`config.mk`:
```
export PLATFORM = sky130hd
export DESIGN_NAME = boot_loader
export DESIGN_NICKNAME = d
export VERILOG_FILES = /design/src/rtl/ucisc_boot_pkg.sv /design/src/rtl/boot_loader.sv
export SDC_FILE = /design/constraint.sdc
export NUM_CORES = 1
export LEC_CHECK = 0
export BUFFER_PORTS_ARGS = -buffer_cell sky130_fd_sc_hd__buf_2
export CAP_MARGIN = 5
export CELL_PAD_IN_SITES_DETAIL_PLACEMENT = 1
export CELL_PAD_IN_SITES_GLOBAL_PLACEMENT = 2
export CORE_MARGIN = 5
export CORE_UTILIZATION = 38
export DETAILED_ROUTE_END_ITERATION = 10
export PLACE_DENSITY_LB_ADDON = 0.1
export SYNTH_ARGS = -nofsm -noshare
export SYNTH_HDL_FRONTEND = slang
export SYNTH_SLANG_ARGS = --single-unit
```
`constraint.sdc`:
```
create_clock -name clock_input -period 6.13 [get_ports clock_input]
set_clock_uncertainty 0.15 [all_clocks]
set_input_delay 0.613 -clock clock_input [delete_from_list [all_inputs] [get_ports clock_input]]
set_output_delay 0.613 -clock clock_input [all_outputs]
set_load 0.01 [all_outputs]
```
`src/rtl/ucisc_boot_pkg.sv`:
```
// Shared definitions for the byte-stream program loader: state encoding, frame layout, sync marker.
package ucisc_boot_pkg;

  localparam logic [7:0] SYNC_BYTE_DEF = 8'hA5;

  typedef enum logic [3:0] {
    S_IDLE,
    S_LEN_HI,
    S_LEN_LO,
    S_DATA_HI,
    S_DATA_LO,
    S_SUM_HI,
    S_SUM_LO,
    S_RUN,
    S_ERROR
  } boot_state_e;

  // Order of fields on the wire; all multi-byte fields are big-endian.
  typedef enum logic [2:0] {
    FLD_SYNC,
    FLD_LEN_HI,
    FLD_LEN_LO,
    FLD_DATA_HI,
    FLD_DATA_LO,
    FLD_SUM_HI,
    FLD_SUM_LO
  } frame_field_e;

  function automatic logic [15:0] be_word(input logic [7:0] hi, input logic [7:0] lo);
    return {hi, lo};
  endfunction

endpackage

```
`src/rtl/boot_loader.sv`:
```
// Holds the core in reset, loads a framed big-endian image into program memory, checks the sum,
// then releases the core. Accepts a byte every cycle; rx_ready is always high.
module boot_loader
  import ucisc_boot_pkg::*;
#(
  parameter int                    ADDR_WIDTH = 16,
  parameter logic [ADDR_WIDTH-1:0] LOAD_BASE  = '0,
  parameter int                    MAX_WORDS  = 4096,
  parameter logic [7:0]            SYNC_BYTE  = SYNC_BYTE_DEF
) (
  input  logic                  clock_input,
  input  logic                  reset,
  input  logic                  rx_valid,
  input  logic [7:0]            rx_data,
  output logic                  rx_ready,
  output logic [ADDR_WIDTH-1:0] mem_addr,
  output logic [15:0]           mem_data,
  output logic                  mem_write,
  output logic                  cpu_reset,
  output logic                  done,
  output logic                  error
);

  boot_state_e r_state;
  boot_state_e w_state_nxt;

  logic [7:0]            r_hi;
  logic [15:0]           r_len;
  logic [15:0]           r_idx;
  logic [15:0]           r_sum;
  logic [ADDR_WIDTH-1:0] r_mem_addr;
  logic [15:0]           r_mem_data;
  logic                  r_mem_write;
  logic                  r_cpu_reset;
  logic                  r_done;
  logic                  r_error;

  logic                  w_acc;
  logic                  w_is_sync;
  logic [15:0]           w_word;
  logic [15:0]           w_idx_inc;
  logic                  w_sum_ok;
  logic                  w_clear;
  logic                  w_wr;
  logic [ADDR_WIDTH-1:0] w_addr;

  assign rx_ready  = 1'b1;
  assign w_acc     = rx_valid;
  assign w_is_sync = (rx_data == SYNC_BYTE);
  assign w_word    = be_word(r_hi, rx_data);
  assign w_idx_inc = r_idx + 16'd1;
  assign w_sum_ok  = (w_word == r_sum);
  assign w_wr      = w_acc && (r_state == S_DATA_LO);
  assign w_addr    = ADDR_WIDTH'(32'(LOAD_BASE) + 32'(r_idx));
  // Every path into LEN_HI starts a fresh frame.
  assign w_clear   = (w_state_nxt == S_LEN_HI) && (r_state != S_LEN_HI);

  always_ff @(posedge clock_input) begin
    if (reset) begin
      r_state <= S_IDLE;
    end else begin
      r_state <= w_state_nxt;
    end
  end

  always_comb begin
    w_state_nxt = r_state;
    if (w_acc) begin
      case (r_state)
        S_IDLE:    if (w_is_sync) w_state_nxt = S_LEN_HI;
        S_LEN_HI:  w_state_nxt = S_LEN_LO;
        S_LEN_LO: begin
          if (32'(w_word) > 32'(MAX_WORDS)) w_state_nxt = S_ERROR;
          else if (w_word == 16'd0)         w_state_nxt = S_SUM_HI;
          else                              w_state_nxt = S_DATA_HI;
        end
        S_DATA_HI: w_state_nxt = S_DATA_LO;
        S_DATA_LO: w_state_nxt = (w_idx_inc == r_len) ? S_SUM_HI : S_DATA_HI;
        S_SUM_HI:  w_state_nxt = S_SUM_LO;
        S_SUM_LO:  w_state_nxt = w_sum_ok ? S_RUN : S_ERROR;
        S_RUN:     if (w_is_sync) w_state_nxt = S_LEN_HI;
        S_ERROR:   if (w_is_sync) w_state_nxt = S_LEN_HI;
        default:   w_state_nxt = S_IDLE;
      endcase
    end
  end

  always_ff @(posedge clock_input) begin
    if (reset) begin
      r_hi        <= '0;
      r_len       <= '0;
      r_idx       <= '0;
      r_sum       <= '0;
      r_mem_addr  <= '0;
      r_mem_data  <= '0;
      r_mem_write <= 1'b0;
      r_cpu_reset <= 1'b1;
      r_done      <= 1'b0;
      r_error     <= 1'b0;
    end else begin
      r_mem_write <= w_wr;
      r_done      <= w_acc && (r_state == S_SUM_LO) && w_sum_ok;
      // Core runs only in RUN; the flags follow the next state so they change on the deciding edge.
      r_cpu_reset <= (w_state_nxt != S_RUN);
      r_error     <= (w_state_nxt == S_ERROR);
      if (w_acc && (r_state == S_LEN_HI || r_state == S_DATA_HI || r_state == S_SUM_HI)) begin
        r_hi <= rx_data;
      end
      if (w_acc && r_state == S_LEN_LO) begin
        r_len <= w_word;
      end
      if (w_clear) begin
        r_idx <= '0;
        r_sum <= '0;
      end else if (w_wr) begin
        r_idx      <= w_idx_inc;
        r_sum      <= r_sum + w_word;
        r_mem_addr <= w_addr;
        r_mem_data <= w_word;
      end
    end
  end

  assign mem_addr  = r_mem_addr;
  assign mem_data  = r_mem_data;
  assign mem_write = r_mem_write;
  assign cpu_reset = r_cpu_reset;
  assign done      = r_done;
  assign error     = r_error;

endmodule

```
Word level (Yosys, flattened, before mapping)
Index checks and enable logic that the tools add are counted.
{"block": "totals", "regBits": 96, "input_bits": 11, "output_inout_bits": 37}
{"block": "classes", "add_sub_neg": 2, "n_lt_le_gt_ge": 1, "n_eq_ne": 15, "muxes": 7, "bitwise_logic": 1, "n_reduce_logical": 13}
{"operator": "== test 16 bit", "n": 2}
{"operator": "one-hot mux 4 bit (7 select lines)", "n": 1}
{"operator": "adder 16 x 1 -> 16 bit, second input constant", "n": 1}
{"operator": "adder 16 bit", "n": 1}
{"operator": "== test 4 x 3 -> 1 bit, second input constant", "n": 4}
{"operator": "greater-than comparator 16 x 13 -> 1 bit, second input constant", "n": 1}
{"operator": "zero test 16 bit", "n": 1}
{"operator": "two-way mux 4 bit", "n": 4}
{"operator": "== test 4 x 1 -> 1 bit, second input constant", "n": 2}
{"operator": "== test 4 x 2 -> 1 bit, second input constant", "n": 2}
{"operator": "== test 4 bit, second input constant", "n": 2}
{"operator": "== test 8 bit, second input constant", "n": 1}
{"operator": "logical AND 1 bit", "n": 6}
{"operator": "two-way mux 3 bit", "n": 2}
{"operator": "zero test 4 bit", "n": 1}
{"operator": "inequality test 4 x 1 -> 1 bit, second input constant", "n": 1}
{"operator": "inequality test 4 x 3 -> 1 bit, second input constant", "n": 1}
{"operator": "OR reduction 3 bit", "n": 1}
{"operator": "logical OR 1 bit", "n": 2}
{"operator": "AND reduction 2 bit", "n": 1}
{"operator": "OR reduction 2 bit", "n": 1}
{"operator": "NOT 1 bit", "n": 1}

Depth between registers and ports, before layout
{"block": "depth", "depth_word": 9, "ltp_mapped": 11}

Least setup slack after synthesis
Ideal clock, no wire load.
{"block": "synth_timing", "path_type": "input port to flip-flop", "start": "in rx_data[5]", "end": "reg r_idx[0]", "arrival_ns": 2.559, "path_slack_ns": 3.304, "cell_stages": 9, "path_cell_list": "ha_1 > or4_1 > o211ai_1 > o41ai_1 > a221oi_1 > and2_1 > a31o_2 > buf_2 > nor2_1"}
{"block": "synth_via", "elab_chain_cells": 8, "word_cells_on_any_way": 13, "classes_between": "1 x order compare; 3 x eq/ne; 6 x mux; 3 x reduce/logical"}
{"item": "from (decl)", "line_no": "boot_loader.sv:14", "text": "input logic [7:0] rx_data,"}
{"item": "branches (longest 3 deep; another with greater-than comparator 16 x 13 -> 1 bit)"}
{"item": "one-hot mux 4 bit (7 select lines) *", "line_no": "boot_loader.sv:69", "text": "case (r_state)"}
{"item": "two-way mux 4 bit *", "line_no": "boot_loader.sv:68", "text": "if (w_acc) begin"}
{"item": "== test 4 x 1 -> 1 bit *", "line_no": "boot_loader.sv:56", "text": "assign w_clear = (w_state_nxt == S_LEN_HI) && (r_state != S_LEN_HI);"}
{"item": "logical AND 1 bit *", "line_no": "boot_loader.sv:56"}
{"item": "OR reduction 2 bit (no source line) *"}
{"item": "to (signal assigned)", "line_no": "boot_loader.sv:116", "text": "r_idx <= w_idx_inc;"}
{"item": "to (decl)", "line_no": "boot_loader.sv:29", "text": "logic [15:0] r_idx;"}
Mark *: on every way between the ends.
A chain may end at the register's enable or synchronous reset.

Worst setup path in the final report
{"block": "layout_timing", "start": "in r_state[1]", "end": "reg r_sum[1]"}
{"block": "layout_via", "elab_chain_cells": 7, "word_cells_on_any_way": 18, "classes_between": "10 x eq/ne; 3 x mux; 5 x reduce/logical"}
{"item": "from (decl)", "line_no": "boot_loader.sv:24", "text": "boot_state_e r_state;"}
{"item": "== test 4 bit (tied with other cells)", "line_no": "boot_loader.sv:69"}
{"item": "OR reduction 3 bit (no source line)"}
{"item": "one-hot mux 4 bit (7 select lines)", "line_no": "boot_loader.sv:69"}
{"item": "two-way mux 4 bit", "line_no": "boot_loader.sv:68"}
{"item": "== test 4 x 1 -> 1 bit", "line_no": "boot_loader.sv:56"}
{"item": "logical AND 1 bit", "line_no": "boot_loader.sv:56"}
{"item": "OR reduction 2 bit (no source line)"}
{"item": "to (signal assigned)", "line_no": "boot_loader.sv:117", "text": "r_sum <= r_sum + w_word;"}
{"item": "to (decl)", "line_no": "boot_loader.sv:30", "text": "logic [15:0] r_sum;"}
Parallel ways exist; a longest one is shown, timed or not.

==> flow_metrics.env <==
export IMPL_status="finished clean"
export IMPL_top_usage_layer="met2"
export IMPL_slew_violations=0
export IMPL_gr_usage_met3=0.0309
export IMPL_synthArstFlopShare=0
export IMPL_end_kind="register"
export IMPL_dr_total_vias=4286
export IMPL_r2r_end="r_sum[1]$_SDFFE_PP0P_"
export IMPL_synth_seq_cells=96
export IMPL_crit_path_end="r_sum[1]$_SDFFE_PP0P_"
export IMPL_mostFrequentLayoutCell="nand2_1"
export IMPL_synth_edf_count=0
export IMPL_grt_pass1_vias=4419
export IMPL_min_path_type="register to register"
export IMPL_hold_violations=0
export IMPL_worstPathArrival_ps=3690
export IMPL_grt_use_total=0.195
export IMPL_final_nets=663
export IMPL_place_gp_congestion=0.821
export IMPL_ff2ff_setup_slack_ps=2550
export IMPL_min_period_ps=3580
export IMPL_synth_cell_type_count=56
export IMPL_initial_core_util=0.385
export IMPL_clk_latency_ps=350
export IMPL_combinationalPowerShare=0.029
export IMPL_antenna_found_initial=0
export IMPL_slew_headroom=0.436
export IMPL_cp_start_kind="register"
export IMPL_grt_ovfl_total=0
export IMPL_cts_sinks=96
export IMPL_rr_startpoint="r_state[1]$_SDFF_PP0_"
export IMPL_die_area_um2=15100
export IMPL_die_x_um=123
export IMPL_yosysWarnings=0
export IMPL_via_per_inst=5.28
export IMPL_n_antenna_cell=0
export IMPL_synth_top_area_share=0.397
export IMPL_use_met1=0.244
export IMPL_cts_hold_buf=0
export IMPL_dp_hpwl_mm=9.58
export IMPL_avgSynthCellArea_um2=7.90
export IMPL_drc=0
export IMPL_synth_area_leaders="dfxtp_1 40%, nand2_1 9.2%, a21oi_1 7.8%"
export IMPL_path_clk_slew_ps=70
export IMPL_grt_pass1_wl_mm=22.8
export IMPL_final_util=0.436
export IMPL_rsz0062_at_grt="false"
export IMPL_final_instance_count_excl_fill=812
export IMPL_post_cts_setup_buffers=0
export IMPL_wire_per_inst_um=16.7
export IMPL_ir_drop_mv=0.120
export IMPL_critPathRequiredTime_ps=6240
export IMPL_tns_ps=0
export IMPL_setup_viol=0
export IMPL_syn_to_final_growth_pct=13.1
export IMPL_p_sw_frac=0.224
export IMPL_p_switching_w=0.000282
export IMPL_clockBufferDepth=2
export IMPL_fmax_mhz=279
export IMPL_synthesis_nets=641
export IMPL_io_buffer_count=46
export IMPL_synth_area_leader_cell="dfxtp_1"
export IMPL_rows=41
export IMPL_dp_cells=796
export IMPL_stdcell_area_um2=5480
export IMPL_met2_usage=0.335
export IMPL_die_h_um=123
export IMPL_place_area_um2=5160
export IMPL_clockRootBuffer="clkbuf_16"
export IMPL_cp_max_fo=32
export IMPL_fillCellCount=1548
export IMPL_ant_nets=0
export IMPL_wirelength_mm=13.6
export IMPL_timing_final_ws_setup_ps=2550
export IMPL_path_class="register to register"
export IMPL_p_int_w=0.000973
export IMPL_tightest_slew_ps=846
export IMPL_pin_count=48
export IMPL_layout_common_cells="119 x nand2_1, 96 x dfxtp_1, 75 x a21oi_1"
export IMPL_synth_area_um2=4840
export IMPL_cts_max_level=3
export IMPL_drtPass1Iterations=4
export IMPL_power_density_nw_per_um2=229
export IMPL_numCtsBuffers=9
export IMPL_synthFlopType="dfxtp_1"
export IMPL_power_leakage_nw=2.09
export IMPL_drive_gt1_frac=0.117
export IMPL_min_period_over_period=0.584
export IMPL_r2r_cells=8
export IMPL_core_area_um2=12600
export IMPL_grt_max_degree=64
export IMPL_drt_first_iter_violations=206
export IMPL_power_share_sequential=0.497
export IMPL_pre_cts_slack_ps=2440
export IMPL_syn_inst=613
export IMPL_yosysSeqAreaShare=0.397
export IMPL_drv_cap=0
export IMPL_ctsResizeCount=0
export IMPL_critPathLaunch="r_state[1]$_SDFF_PP0_"
export IMPL_tritoncts="done"
export IMPL_clock_power_share=0.474
sequential cells by signal, summed over array words and instances, names as in the netlist:
signal	count
r_idx	16
cpu_reset	1
r_len	16
done	1
mem_addr	16
mem_write	1
mem_data	16
r_sum	16
r_state	4
r_hi	8
error	1
cell usage after synthesis (8+ instances only):
library cell	count
nor3_1	9
nand3_1	31
clkbuf_1	26
nand2_1	119
dfxtp_1	96
inv_1	8
nor2_1	58
a21oi_1	75
ha_1	16
o21ai_0	8
xor2_1	23
mux2i_1	11
xnor2_1	25
worst min-delay path by stage:
stage,start,end,cells past startpoint
after floorplan,r_sum[10]$_SDFFE_PP0P_,r_sum[10]$_SDFFE_PP0P_,2
after global placement,mem_addr[14]$_SDFFE_PP0P_,mem_addr[14]$_SDFFE_PP0P_,2
after detailed placement,mem_addr[14]$_SDFFE_PP0P_,mem_addr[14]$_SDFFE_PP0P_,2
after CTS,mem_addr[14]$_SDFFE_PP0P_,mem_addr[14]$_SDFFE_PP0P_,2
after global routing,mem_addr[2]$_SDFFE_PP0P_,mem_addr[2]$_SDFFE_PP0P_,2
final,mem_addr[2]$_SDFFE_PP0P_,mem_addr[2]$_SDFFE_PP0P_,2
logic make-up (layout without fill, tap and decap cells):
logic type / Yosys count / after routing / share of synthesized area
mux: 11 / 11 / 0.0227
simple gates: 271 / 271 / 0.257
fa+ha+maj: 17 / 17 / 0.0455
xor+xnor: 48 / 48 / 0.0868
flops: 96 / 96 / 0.397
other cells: 1 / 1 / 0.000774
buf+inv: 46 / 73 / 0.0382
compound gates: 123 / 123 / 0.152
critical path: stages (launching register included):
cell and delay, ps:
dfxtp_1 460, and2b_1 250, nor3b_4 680, nand2_1 540, a21oi_1 320, a221oi_1 100
and2_1 200, a31o_2 500, a211oi_1 280
through the flow:
step	hold slack, ps	total power [W]
2_1_floorplan	286	0.000660
3_3_place_gp	288	0.000674
3_5_place_dp	295	0.000674
4_1_cts	305	0.00127
5_1_grt	319	0.00130
6_report	298	0.00125
metal layers:
metal / wire length (µm) / up-vias
met5: 0 / -
li1: - / 2151
met2: 6610 / 51
met1: 6280 / 2067
met3: 443 / 17
met4: 248 / 0
power by group through the flow:
stage / Combinational, W / Clock, W / Sequential, W
6_report: 0.0000361 / 0.000595 / 0.000623
5_1_grt: 0.0000399 / 0.000640 / 0.000623
4_1_cts: 0.0000367 / 0.000614 / 0.000623
3_5_place_dp: 0.0000364 / 0 / 0.000638
3_3_place_gp: 0.0000360 / 0 / 0.000638
2_1_floorplan: 0.0000222 / 0 / 0.000638
layout make-up:
class	instances	area [µm²]	area share
sequential	96	1920	0.351
clock buffer	11	253	0.0462
inverter	8	30.0	0.00548
timing repair buffer	49	253	0.0462
tap	172	215	0.0393
clock inverter	5	62.6	0.0114
multi-input combinational	471	2740	0.501
(Power assumes the default switching activity.)
